`src/rtl/slowclk_monitor.sv`:
```
// slowclk_monitor
//   Receiving end of the divided-clock path. The slow clock from the divider
//   is sampled as asynchronous data in the inclk domain. It is turned into
//   one-cycle rise/fall enable ticks. The half-period is measured in inclk
//   cycles, and a slow clock that stops toggling is flagged as stalled.
//
// Optional feature macro: SLOWCLK_PERIOD_CHECK_EN
//   When defined, every half-period reload in LOCKED is compared against the
//   expected value for the current divider mode. Any mismatch sets the sticky
//   period_err output. When undefined, the port and the compare logic are absent.
//
// Ports
//   inclk         in   fast system clock, rising edge
//   reset_n       in   asynchronous active-low reset
//   slowclk_in    in   divided clock, asynchronous data
//   switch_clock  in   [1:0] divider mode, 2'b01 = slow/counted, else toggle
//   rise_tick     out  one-cycle pulse per synchronized rising edge
//   fall_tick     out  one-cycle pulse per synchronized falling edge
//   half_period   out  [24:0] inclk cycles between the last two edges
//   period_valid  out  half_period measured in the current mode
//   stall         out  no edge seen for TIMEOUT cycles
//   period_err    out  sticky half-period mismatch (macro builds only)
module slowclk_monitor #(
    parameter int          SYNC_STAGES = 2,
    parameter logic [24:0] TIMEOUT     = 25'd1000,
    parameter logic [24:0] EXP_MAX     = 25'd50
) (
    input  logic        inclk,
    input  logic        reset_n,
    input  logic        slowclk_in,
    input  logic [1:0]  switch_clock,
    output logic        rise_tick,
    output logic        fall_tick,
    output logic [24:0] half_period,
    output logic        period_valid,
    output logic        stall
`ifdef SLOWCLK_PERIOD_CHECK_EN
    ,
    output logic        period_err
`endif
);

    // EXP_MAX+1 must not wrap to zero.
    if (SYNC_STAGES < 2 || SYNC_STAGES > 4 || TIMEOUT < 25'd2 || EXP_MAX == '1) begin : g_bad_param
        $error("slowclk_monitor: illegal parameter combination");
    end

    typedef enum logic [1:0] {IDLE, MEASURE, LOCKED, STALLED} state_t;

    state_t                 state_q, state_d;
    logic [SYNC_STAGES-1:0] sync_q, sync_d;
    logic                   prev_q, prev_d;
    logic                   rise_q, rise_d;
    logic                   fall_q, fall_d;
    logic [24:0]            cnt_q, cnt_d;
    logic [24:0]            half_q, half_d;
    logic                   valid_q, valid_d;
    logic                   stall_q, stall_d;
    logic [1:0]             sw_q, sw_d;
`ifdef SLOWCLK_PERIOD_CHECK_EN
    logic                   err_q, err_d;
    logic [24:0]            exp_half;
`endif

    logic s_last;
    logic edge_det;
    logic timeout;
    logic mode_chg;

    always_comb begin
        s_last   = sync_q[SYNC_STAGES-1];
        edge_det = s_last ^ prev_q;
        // Edge and timeout in the same cycle: the edge wins.
        timeout  = (cnt_q == TIMEOUT) && !edge_det;
        mode_chg = (switch_clock != sw_q);

        sync_d  = {sync_q[SYNC_STAGES-2:0], slowclk_in};
        prev_d  = s_last;
        rise_d  = s_last & ~prev_q;
        fall_d  = ~s_last & prev_q;
        sw_d    = switch_clock;

        // The edge cycle is cycle 1 of the next interval.
        if (edge_det)
            cnt_d = 25'd1;
        else if (&cnt_q)
            cnt_d = cnt_q;
        else
            cnt_d = cnt_q + 25'd1;

        state_d = state_q;
        half_d  = half_q;
        valid_d = valid_q;
        stall_d = stall_q;
`ifdef SLOWCLK_PERIOD_CHECK_EN
        err_d    = err_q;
        exp_half = (switch_clock == 2'b01) ? EXP_MAX + 25'd1 : 25'd1;
`endif

        case (state_q)
            IDLE: begin
                if (edge_det)
                    state_d = MEASURE;
            end
            MEASURE: begin
                if (edge_det) begin
                    half_d  = cnt_q;
                    valid_d = 1'b1;
                    state_d = LOCKED;
                end
            end
            LOCKED: begin
                if (edge_det) begin
                    half_d = cnt_q;
`ifdef SLOWCLK_PERIOD_CHECK_EN
                    if (cnt_q != exp_half)
                        err_d = 1'b1;
`endif
                end
            end
            STALLED: begin
                // The gap that ends the stall is not a valid measurement.
                if (edge_det) begin
                    stall_d = 1'b0;
                    state_d = MEASURE;
                end
            end
            default: state_d = IDLE;
        endcase

        if (timeout && state_q != STALLED) begin
            state_d = STALLED;
            stall_d = 1'b1;
            valid_d = 1'b0;
        end

        // A divider mode change invalidates everything except the ticks and
        // the stale half_period value.
        if (mode_chg) begin
            state_d = IDLE;
            valid_d = 1'b0;
            stall_d = 1'b0;
            cnt_d   = '0;
`ifdef SLOWCLK_PERIOD_CHECK_EN
            err_d   = 1'b0;
`endif
        end
    end

    always_ff @(posedge inclk or negedge reset_n) begin
        if (!reset_n) begin
            state_q <= IDLE;
            sync_q  <= '0;
            prev_q  <= 1'b0;
            rise_q  <= 1'b0;
            fall_q  <= 1'b0;
            cnt_q   <= '0;
            half_q  <= '0;
            valid_q <= 1'b0;
            stall_q <= 1'b0;
            sw_q    <= '0;
`ifdef SLOWCLK_PERIOD_CHECK_EN
            err_q   <= 1'b0;
`endif
        end else begin
            state_q <= state_d;
            sync_q  <= sync_d;
            prev_q  <= prev_d;
            rise_q  <= rise_d;
            fall_q  <= fall_d;
            cnt_q   <= cnt_d;
            half_q  <= half_d;
            valid_q <= valid_d;
            stall_q <= stall_d;
            sw_q    <= sw_d;
`ifdef SLOWCLK_PERIOD_CHECK_EN
            err_q   <= err_d;
`endif
        end
    end

    assign rise_tick    = rise_q;
    assign fall_tick    = fall_q;
    assign half_period  = half_q;
    assign period_valid = valid_q;
    assign stall        = stall_q;
`ifdef SLOWCLK_PERIOD_CHECK_EN
    assign period_err   = err_q;
`endif

endmodule
```
`config.mk`:
```
export PLATFORM = sky130hd
export DESIGN_NAME = slowclk_monitor
export DESIGN_NICKNAME = d
export VERILOG_FILES = /design/src/rtl/slowclk_monitor.sv
export SDC_FILE = /design/constraint.sdc
export NUM_CORES = 1
export LEC_CHECK = 0
export CAP_MARGIN = 40
export CORE_ASPECT_RATIO = 1.5
export CORE_MARGIN = 8
export CORE_UTILIZATION = 40
export CTS_CLUSTER_DIAMETER = 30
export CTS_CLUSTER_SIZE = 16
export DETAILED_ROUTE_END_ITERATION = 10
export SYNTH_ARGS = -nofsm -noshare
export SYNTH_HDL_FRONTEND = slang
export SYNTH_SLANG_ARGS = --single-unit
```
`constraint.sdc`:
```
create_clock -name inclk -period 2.5 [get_ports inclk]
set_input_delay 0.5 -clock inclk [delete_from_list [all_inputs] [get_ports inclk]]
set_output_delay 0.5 -clock inclk [all_outputs]
set_load 0.1 [all_outputs]
```
* Word-level counts from Yosys, hierarchy flattened *
Cells that the tools add are included.

word-level totals
  register bits after elaboration = 61
  bits of input ports = 5
  word-level logic and storage cells = 56

cells by class
  add/sub/neg operators = 1
  equal/unequal tests = 9
  mux-type cells = 16
  bitwise gates (word level) = 5
  reduce and logical (&&, ||, !) cells = 15

operators with widths
  cell                                                                      count
  25-bit two-way mux                                                        3
  25-bit by 1-bit adder with 25-bit output (second input constant)          1
  25-bit by 10-bit equality test with 1-bit output (second input constant)  1
  25-bit AND reduction                                                      1
  3-bit nonzero test                                                        3
  1-bit two-way mux                                                         8
  2-bit two-way mux                                                         4
  2-bit AND reduction                                                       3
  2-bit equality test (second input constant)                               2
  4-bit by 1-bit inequality test with 1-bit output (second input constant)  1
  4-bit inequality test (second input constant)                             1
  2-bit one-hot mux with 2 select lines                                     1
  4-bit nonzero test                                                        1
  2-bit OR reduction                                                        2
  3-bit inequality test (second input constant)                             1
  3-bit AND reduction                                                       1
  1-bit AND                                                                 2
  2-bit by 1-bit equality test with 1-bit output (second input constant)    1
  1-bit logical AND                                                         2
  2-bit zero test                                                           1
  2-bit inequality test                                                     1
  2-bit inequality test (second input constant)                             1
  1-bit NOT                                                                 2
  1-bit zero test                                                           1
  1-bit bitwise XOR                                                         1

* Logic depth before layout (Yosys ltp) *
Gate-level depths: netlist (run 1).

  word-level depth = 6
  mapped depth = 7
  gate-level depth less buffers = 7

* Worst setup path before layout (run 1) *
OpenSTA, ideal clock, no wires.

  kind = reg-to-reg
  from = register state_q[0]
  to = register half_q[0] (netlist: half_period[0])
  data arrival time = 1803 ps
  data required time = 2375 ps
  slack = 571 ps
  cell stages (with the launch flop) = 5
  path buffers = 1
  clock period less this slack = 1929 ps
  path through = dfrtp_1 ha_1 nor2_1 clkbuf_1 mux2_2

on the way
  longest elaborated chain between the ends = 3
  elaborated cells on any way between the ends = 4
  classes of those cells = 2 x eq/ne; 2 x reduce/logical

RTL lines
  what                                                                                   line  text
  from (decl)                                                                            50    state_t state_q, state_d;
  from (signal assigned)                                                                 166   state_q <= state_d;
  2-bit equality test or 2-bit by 1-bit equality test with 1-bit output (tied branches)  100   case (state_q)
  2-bit OR reduction (no source line) (*)                                                --
  2-bit AND reduction (no source line) (*)                                               --
  to (signal assigned)                                                                   172   half_q <= half_d;
  to (decl)                                                                              56    logic [24:0] half_q, half_d;

Mark *: on every way between the ends. The rest lies on a longest branch, timed or not.
A chain may end at the register's enable or synchronous reset.

* Final worst setup path (run 1) *
  from = register cnt_q[15]
  to = register cnt_q[19]

on the way
  longest elaborated chain between the ends = 4
  elaborated cells on any way between the ends = 6
  classes of those cells = 1 x add/sub; 1 x eq/ne; 3 x mux; 1 x reduce/logical

RTL lines
  what                                      line  text
  from (decl)                               55    logic [24:0] cnt_q, cnt_d;
  from (signal assigned)                    171   cnt_q <= cnt_d;
  25-bit by 1-bit adder with 25-bit output  89    cnt_d = cnt_q + 25'd1;
  25-bit two-way mux                        86    else if (&cnt_q)
  25-bit two-way mux                        84    if (edge_det)
  25-bit two-way mux                        139   if (mode_chg) begin

Parallel ways exist; a longest one is shown, timed or not. The select of a mux whose other input is x is not followed.

==> results.md, run 1 <==
- Worst Path Max Fanout: 11
- Slew at the pin with the worst max-slew slack: 593 ps
- Final nets: 303
- Drt first pass iters: 4
- Aggregate routed wire length: between 6 and 7 mm
- Hold_buf cts: 0
- Layout Cells excl Fill: between 300 and 400
- CP endpoint kind: flop
- Std-Cell Rows: 38
- Slew margin rel.: 0.605
- R2r setup slk: 520 ps
- Wire per inst: 16.5 µm
- Critical path class: flop to flop
- 1st-iter DRT viols: 101
- RSZ-0062 raised after global routing: false
- CTS H-tree lvls: 3
- Vias after detailed routing: ~2,100
- Ant. Diodes: 0
- Most frequent cells in the layout: 61 x dfrtp_1, 36 x buf_4, 25 x mux2_2, 22 x nor2_1, 16 x a21oi_1
- Number of distinct library cells after synthesis: 48
- Number of flops mapped to enable cells by yosys: 0
- Die area: 0.0102 mm²
- Post-DR vias/cell: 5.48
- Port-buffer cells: 33
- Yosys top cell area share: 0.534
- CTS Buf Count: 9
- Leading area contributor after synthesis: dfrtp_1
- FMAX: 505 MHz
- Clock transition at the registers of the reported paths: 60 ps
- Synth warn: 0
- Total nets after synthesis: 258
- Remaining Overflow, GRT: 0
- Number of global-route vias before repair: about 2,100
- Most common cell after layout, fill and taps aside: dfrtp_1
- Clock sink total: 61
- Synth Flop Type: dfrtp_1
- Seq/Total Area, Yosys: 0.534
- Synth Cell Area: between 0.002 and 0.003 mm²
- All-layer global routing usage: 0.133
- Core ar.: 0.00708 mm²
- Die width: 85.0 µm
- Leak: 1.56 nW
- Final-layout fill cell count: 668
- WP data arrival: between 2000 and 2500 ps
- Setup WS post-layout: 519 ps
- First-pass GRT wire length: roughly 10 mm
- Min Tclk post-route: slightly below 2000 ps
- Layout area overhead: 20.4%
- Worst-skew pair later-pin latency: 340 ps
- I/O pin cnt: 34
- Pre-CTS WS: 523 ps
- Worst Path Required: 2770 ps
- Root Buffer: clkbuf_8
- Drc violations: 0
- Max-cap violations: 0
- Final Cell Area: 0.00344 mm²
- Post-DP Area: around 0.0032 mm²
- Largest net degree at the start of global routing: 28
- Worst VDD drop: 500 µV
- Mapped Cells: 247
- Post-placement cell count: between 300 and 400
- Layout cells sized above 1: 0.304
- Initial antenna violation count: 0
- #FFs+latches synth: 61
- Slew Viols, Final: 0
- Critical path startpoint category: flop
- Min-Delay Path Class: input pin to async pin
- Pwr Density: 616 mW/mm²
- Final setup vio count: 0
- # Post-CTS Setup Buffers: 0
- Starting Density: 0.404
- Final period util: 0.792
- CTS tree: done
- Setup TNS: 0 ps
- Status: completed
- DIE HEIGHT: 120 µm
- Core Util, Final: 0.486
- Syn Area/Cell: 11.6 µm²
- Hold Vio Cnt, Final: 0
- Hpwl dp: between 4 and 5 mm
- Final ANT Viol Nets: 0
- Clock Skew: 5.52 ps
- Max clock buf depth: 2
- Final GP Congestion: 0.874
- FFs w/ async S/R, synth: 1.00
- Top cells by area, synth: dfrtp_1 53%, mux2_2 9.8%, xnor2_1 4.6%
- Cts repair resizes: 0
==> worst max-delay path, stage by stage (launching register included) <==
cell and delay, ps:
dfrtp_1 450, nand4_1 260, nor3_2 80, buf_4 160
and2_1 280, or4_1 510, a21oi_1 170
==> sequential cells by signal (all words and copies together), names as in the netlist <==
register and cells:
cnt_q 25, rise_tick 1, prev_q 1, period_valid 1
state_q 2, sw_q 2, fall_tick 1, stall 1
half_period 25, sync_q 2
==> final cells by class <==
type                            count  area, µm²  share of cell area
Multi-Input combinational cell    170       1260               0.366
Sequential cell                    61       1530               0.443
Clock buffer                       15        196              0.0571
Timing Repair Buffer               41        325              0.0945
Tap cell                           80        100              0.0291
Inverter                            9       33.8             0.00981
==> final timing paths <==
| check | depth (start not counted) | to | from |
|---|---|---|---|
| max | 6 | cnt_q[19] | cnt_q[15] |
| min | 1 | half_period[4] | reset_n |
| max reg2reg | 6 | cnt_q[19] | cnt_q[15] |
| min reg2reg | 0 | sync_q[1] | sync_q[0] |
| max in group asynchronous | 2 | half_period[14] | reset_n |
| min in group inclk | 0 | sync_q[1] | sync_q[0] |
==> synth_stat cells, types with 4 or more instances <==
| library cell | n |
|---|---|
| nand3_1 | 9 |
| o21ai_0 | 5 |
| xnor2_1 | 15 |
| a211oi_1 | 4 |
| a21oi_1 | 16 |
| nor2_1 | 23 |
| nand2_1 | 14 |
| dfrtp_1 | 61 |
| mux2_2 | 25 |
| inv_1 | 9 |
| nor4_1 | 5 |
| nand4_1 | 7 |
| ha_1 | 6 |
==> routing by layer <==
layer  up-vias  track usage  wire (µm)
li1        978            -          -
met3        14       0.0404        242
met4         0       0.0851        183
met5         -            0          0
met1      1026        0.148       2550
met2        41        0.216       3210
==> where the power goes <==
part	switching (mW)	internal [mW]	total, mW	leakage, nW
clock	0.357	0.491	0.847	0.102
sequential	0.0149	1.01	1.02	0.836
combinational	0.175	0.0738	0.249	0.625
total	0.547	1.57	2.12	1.56
==> kinds of logic after synthesis <==
group	Yosys count	share of synthesized area
AND/OR/NAND/NOR	86	0.183
AO/OA/AOI/OAI	34	0.0731
flip-flops	61	0.534
adder cells (fa/ha/maj)	6	0.0263
multiplexers	26	0.102
buffers and inverters	16	0.0263
XOR/XNOR	18	0.0551
==> metrics by stage <==
stage	power, mW	hold WS (ps)
after floorplan	1.21	204
after global placement	1.29	343
after detailed placement	1.29	345
after CTS	2.15	167
after global routing	2.22	189
final	2.12	161
Note: power is estimated with default switching activity, not from simulation.
==> run 2, diff against run 1 <==
clock period = 1.9 ns   (was 2.5 ns; I/O delays follow)
==> run 2 against run 1 <==
  * Critical path depth shrank 2
  * Largest power group unchanged
  * Non-clock buffer count grew 22
  * First-iteration DRC count up 21%
  * Power grew 31%
  * Final area rose by 14%
  * Clock power increased by 24%
==> results.md, run 2 (synthesis results as in run 1) <==
- FMAX: approximately 560 MHz
- GR Util met1: 0.155
- CTS tree: done
- Aggregate routed wire length: 6.53 mm
- Slew margin rel.: 0.737
- Status: completed
- Die width: roughly 85 µm
- Starting Density: 0.404
- Switching share of power: 0.257
- 1st-iter DRT viols: 122
- Core Util, Final: 0.554
- Worst VDD drop: 515 µV
- CTS Buf Count: 9
- Clock sink total: 61
- Number of global-route vias before repair: 2,228
- DIE HEIGHT: 120 µm
- Pwr Density: between 700 and 800 mW/mm²
- Grt peak-use layer: met2
- Hold Vio Cnt, Final: 0
- Clock transition at the registers of the reported paths: 60 ps
- M3 GR Usage: 0.0390
- Leak: 1.75 nW
- Setup TNS: 0 ps
- Ant. Diodes: 0
- Core ar.: 0.00708 mm²
- Worst Path Max Fanout: 6
- # Post-CTS Setup Buffers: 0
- I/O pin cnt: 34
- Min-Delay Path Class: input pin to async pin
- Final nets: 325
- Most common cell after layout, fill and taps aside: dfrtp_1
- Final ANT Viol Nets: 0
- CTS H-tree lvls: 3
- Clock Skew: 5.92 ps
- Met2 usage: 0.240
- Clock network power share: 0.378
- Die area: 0.0102 mm²
- Max-cap violations: 0
- CP endpoint kind: flop
- Drc violations: 0
- Port-buffer cells: 33
- Critical path class: flop to flop
- Final GP Congestion: 0.823
- Comb pwr share: 0.135
- Final setup vio count: 0
- Vias after detailed routing: 2,087
- All-layer global routing usage: 0.141
- Critical path startpoint category: flop
- Seq pwr share: 0.487
- Initial antenna violation count: 0
- Largest net degree at the start of global routing: between 60 and 70
- Switch Pwr: between 700 and 800 µW
- Int Pwr: 2.06 mW
- WP data arrival: 2070 ps
- Slew Viols, Final: 0
- Post-DR vias/cell: roughly 5.3
- Hpwl dp: 4.82 mm
- Layout cells sized above 1: 0.363
- Remaining Overflow, GRT: 0
- Min Tclk post-route: ~1800 ps
- Worst Path Required: 2170 ps
- Std-Cell Rows: 38
- First-pass GRT wire length: ~11 mm
- Max clock buf depth: 2
- Root Buffer: clkbuf_8
- Final-layout fill cell count: 604
- Most frequent cells in the layout: 61 x dfrtp_1, 32 x buf_4, 26 x buf_12, 25 x mux2_2, 22 x nor2_1
- Worst-skew pair later-pin latency: 340 ps
- Wire per inst: 16.5 µm
- RR Startpoint: cnt_q[9]
- Layout area overhead: 37.3%
- Drt first pass iters: 4
- Setup crit start: cnt_q[9]
- Final period util: 0.948
- Slew at the pin with the worst max-slew slack: around 390 ps
==> run 2: cell type report <==
| type | instances | area (µm²) | share of cell area |
|---|---|---|---|
| Inverter | 9 | 33.8 | 0.00860 |
| Clock buffer | 13 | 179 | 0.0456 |
| Tap cell | 80 | 100 | 0.0255 |
| Clock inverter | 1 | 5.00 | 0.00127 |
| Timing Repair Buffer | 63 | 807 | 0.206 |
| Multi-Input combinational cell | 170 | 1270 | 0.325 |
| Sequential cell | 61 | 1530 | 0.389 |
==> run 2: routing by layer <==
metal | vias up | routed length (µm)
li1 | 1016 | -
met4 | 0 | 154
met1 | 1025 | 2690
met2 | 35 | 3460
met3 | 11 | 234
met5 | - | 0
==> run 2: metrics by stage <==
step	hold slack, ps	instance area (µm²)	power (mW)	setup WS [ps]	instances
CTS	38.5	3910	2.83	74.8	397
global placement	335	3720	1.75	128	383
detailed placement	341	3720	1.76	78.9	383
floorplan	84.4	2860	1.59	-28.9	247
global route	55.3	3930	2.92	-2.09	397
finish	36.4	3930	2.78	99.6	397
==> run 2: critical path: stages, from the launching register on <==
cell,delay (ps)
dfrtp_1,420
nand4_4,190
or4_4,550
or4_1,420
a21oi_1,150
==> run 2: path summary, 6_finish.rpt <==
check	endpoint	slack (ps)	cells past startpoint
max	cnt_q[19]	100	4
min	cnt_q[17]	40	2
max reg2reg	cnt_q[19]	100	4
min reg2reg	sync_q[1]	350	0
max in group asynchronous	cnt_q[12]	1590	2
min in group inclk	sync_q[1]	350	0
==> run 2: timing repair <==
item / in CTS / in global routing
gates resized for setup: 0 / 5
endpoints found under the setup margin: 0 / 6
hold buffers: 0 / 0
==> run 2: power by group through the flow <==
stage          clock network [mW]  logic [mW]  registers [mW]
2_1_floorplan                   0       0.119            1.48
3_3_place_gp                    0       0.376            1.38
3_5_place_dp                    0       0.380            1.38
4_1_cts                      1.10       0.382            1.35
5_1_grt                      1.16       0.402            1.36
6_report                     1.05       0.376            1.35
==> run 3, diff against run 2 <==
CORE_UTILIZATION = 35   (was 40)
DONT_BUFFER_PORTS = 1   (was default)
==> run 3 against run 2 <==
  * Clock-buffer cell count grew 2
  * First-iteration DRC count is 4.1% lower
  * Flip-flop and latch count stayed put
  * Die area is 12% higher
  * Critical path depth stayed put
  * Final cell count grew 6.5%
  * Hold slack better by 45 ps
  * Final area is 8.2% higher
  * Sequential power hardly changed
  * Combinational power is 5% higher
  * Clock power increased by 40%
  * Global-route usage decreased by 1.3 points
==> results.md, run 3 (synthesis results as in run 1) <==
- Worst Path Max Fanout: 5
- Die width: 89.8 µm
- Power, Total: approximately 3.2 mW
- Critical R2R Capture: cnt_q[19]
- Pwr Density: 759 mW/mm²
- CP cell instances: nand3_2 -> or4_4 -> or4_1 -> a21oi_1
- Clock network power share: 0.456
- Crit path largest cell delay: 560 ps
- Hold Startpoint: switch_clock[0]
- Clock sink total: 61
- Status: completed
- Final ANT Viol Nets: 0
- Worst R2R Path Depth: 4
- Die area: 0.0114 mm²
- Final nets: approximately 320
- Critical path startpoint category: flop
- First-pass GRT wire length: 11.4 mm
- Number of global-route vias before repair: approximately 2,300
- Comb pwr share: 0.122
- Post-DR vias/cell: 5.09
- Vias after detailed routing: 2,154
- Final period util: 0.953
- Post-placement cell count: 400
- RSZ-0062 raised after global routing: false
- CTS H-tree lvls: 3
- Hpwl dp: 4.88 mm
- WP buf/inv: 0
- Switching share of power: 0.244
- Initial antenna violation count: 0
- FMAX: 552 MHz
- Final GP Congestion: ~0.84
- Min-Delay Path Class: input pin to flop
- Max-cap violations: 0
- Hold Path Cell Cnt: 0
- Worst Path Required: 2150 ps
- Worst-skew pair later-pin latency: ~330 ps
- WP data arrival: between 2000 and 2500 ps
- Layout cells sized above 1: 0.365
- Hold Vio Cnt, Final: 0
- Area occupied by multi-input gates: 0.00129 mm²
- Core ar.: 0.00796 mm²
- Final setup vio count: 0
- Most frequent cells in the layout: 60 x dfrtp_1, 34 x buf_4, 25 x mux2_2, 25 x buf_16, 22 x nor2_1
- Remaining Overflow, GRT: 0
- I/O pin cnt: 34
- Largest net degree at the start of global routing: 62
- Aggregate routed wire length: between 6 and 7 mm
- Critical path class: flop to flop
- CTS tree: done
- Min Tclk post-route: 1810 ps
- Worst VDD drop: 497 µV
- FF+latch area: 0.00153 mm²
- CP endpoint kind: flop
- All-layer global routing usage: 0.128
- Seq pwr share: 0.422
- Drt first pass iters: 4
- Most common cell after layout, fill and taps aside: dfrtp_1
- Leak: 1.86 nW
- Int Pwr: 2.44 mW
- Starting Density: 0.359
- Slew at the pin with the worst max-slew slack: between 800 and 900 ps
- Max clock buf depth: 2
- Std-Cell Rows: 40
- Ant. Diodes: 0
- 1st-iter DRT viols: 117
- R2r setup slk: 90 ps
- Root Buffer: clkbuf_16
- DIE HEIGHT: around 130 µm
- Layout Cells excl Fill: roughly 420
- Wire per inst: around 16 µm
- Clock Skew: 3.35 ps
- Slew Viols, Final: 0
- Worst Hold End: sw_q[0]
- Layout area overhead: 48.5%
- Switch Pwr: a little under 800 µW
- Core Util, Final: 0.534
- Clock transition at the registers of the reported paths: 50 ps
- Drc violations: 0
- Slew margin rel.: 0.410
- Final-layout fill cell count: 652
- Port-buffer cells: 0
- Crit path max-delay family: simple AND/OR/NAND/NOR gates
- Crit path max-delay cell type: or4_4
- CTS Buf Count: 9
- RR Startpoint: cnt_q[11]
-- run 3: cell types whose count changed in the layout (fill, tap and decap cells not counted) --
cell             previous run  this run
buf_12                     26         2
clkdlybuf4s50_1             3         0
clkbuf_16                   0         9
dfrtp_1                    61        60
ha_4                        0         1
buf_6                       1         0
clkbuf_1                    0         4
buf_2                       1         0
buf_16                      0        25
clkbuf_8                   13         2
dfrtp_2                     0         1
buf_4                      32        34
dlygate4sd3_1               0         1
ha_1                        6         5
-- run 3: power by group through the flow --
stage | Clock (mW) | Combinational, mW | Sequential, mW
2_1_floorplan | 0 | 0.119 | 1.48
3_3_place_gp | 0 | 0.198 | 1.46
3_5_place_dp | 0 | 0.360 | 1.38
4_1_cts | 1.50 | 0.401 | 1.36
5_1_grt | 1.57 | 0.420 | 1.36
6_report | 1.47 | 0.393 | 1.36
-- run 3: per-stage QoR --
| step | hold slack [ps] | instance area, µm² | TNS (ps) | setup slack (ps) |
|---|---|---|---|---|
| finish | 81.8 | 4250 | 0 | 88.7 |
| global route | 66.3 | 4250 | 0 | 14.8 |
| CTS | 71.3 | 4120 | 0 | 35.3 |
| detailed placement | 86.2 | 3790 | -247 | -157 |
| global placement | 86.1 | 3240 | -215 | -143 |
| floorplan | 84.4 | 2860 | -578 | -28.9 |
-- run 3: worst max-delay path by stage --
stage,start,to,slack [ps],depth (start not counted)
global route,cnt_q[8],cnt_q[1],10,7
global placement,sync_q[1],state_q[1],-140,7
CTS,cnt_q[20],state_q[1],40,6
floorplan,state_q[0],half_period[0],-30,4
finish,cnt_q[11],cnt_q[19],90,4
detailed placement,sync_q[1],state_q[1],-160,7
-- run 3: area by class of cell --
| type | count | area share |
|---|---|---|
| clock inverter | 1 | 0.00118 |
| timing repair buffer | 62 | 0.234 |
| clock buffer | 15 | 0.0631 |
| inverter | 9 | 0.00796 |
| tap | 105 | 0.0309 |
| sequential | 61 | 0.360 |
| multi-input combinational | 170 | 0.303 |
-- run 3: worst register-to-register path, stage by stage (launching register included) --
cell and delay, ps:
dfrtp_1 470, nand3_2 110, or4_4 560, or4_1 430
a21oi_1 170
-- run 3: metal layers --
| metal | vias up | share of wire | GRT usage |
|---|---|---|---|
| met3 | 14 | 0.038 | 0.0342 |
| met5 | - | 0 | 0 |
| met1 | 1079 | 0.38 | 0.136 |
| met4 | 0 | 0.033 | 0.0861 |
| met2 | 40 | 0.55 | 0.217 |
| li1 | 1021 | - | - |
-- run 3: repair_timing --
| action | CTS | global route |
|---|---|---|
| hold endpoints to repair | 61 | 0 |
| hold buffers | 2 | 0 |
| pin swaps | 2 | 2 |
| gates cloned | 0 | 0 |
| endpoints found under the setup margin | 4 | 4 |
| gates resized for setup | 2 | 3 |
| setup buffers | 0 | 1 |
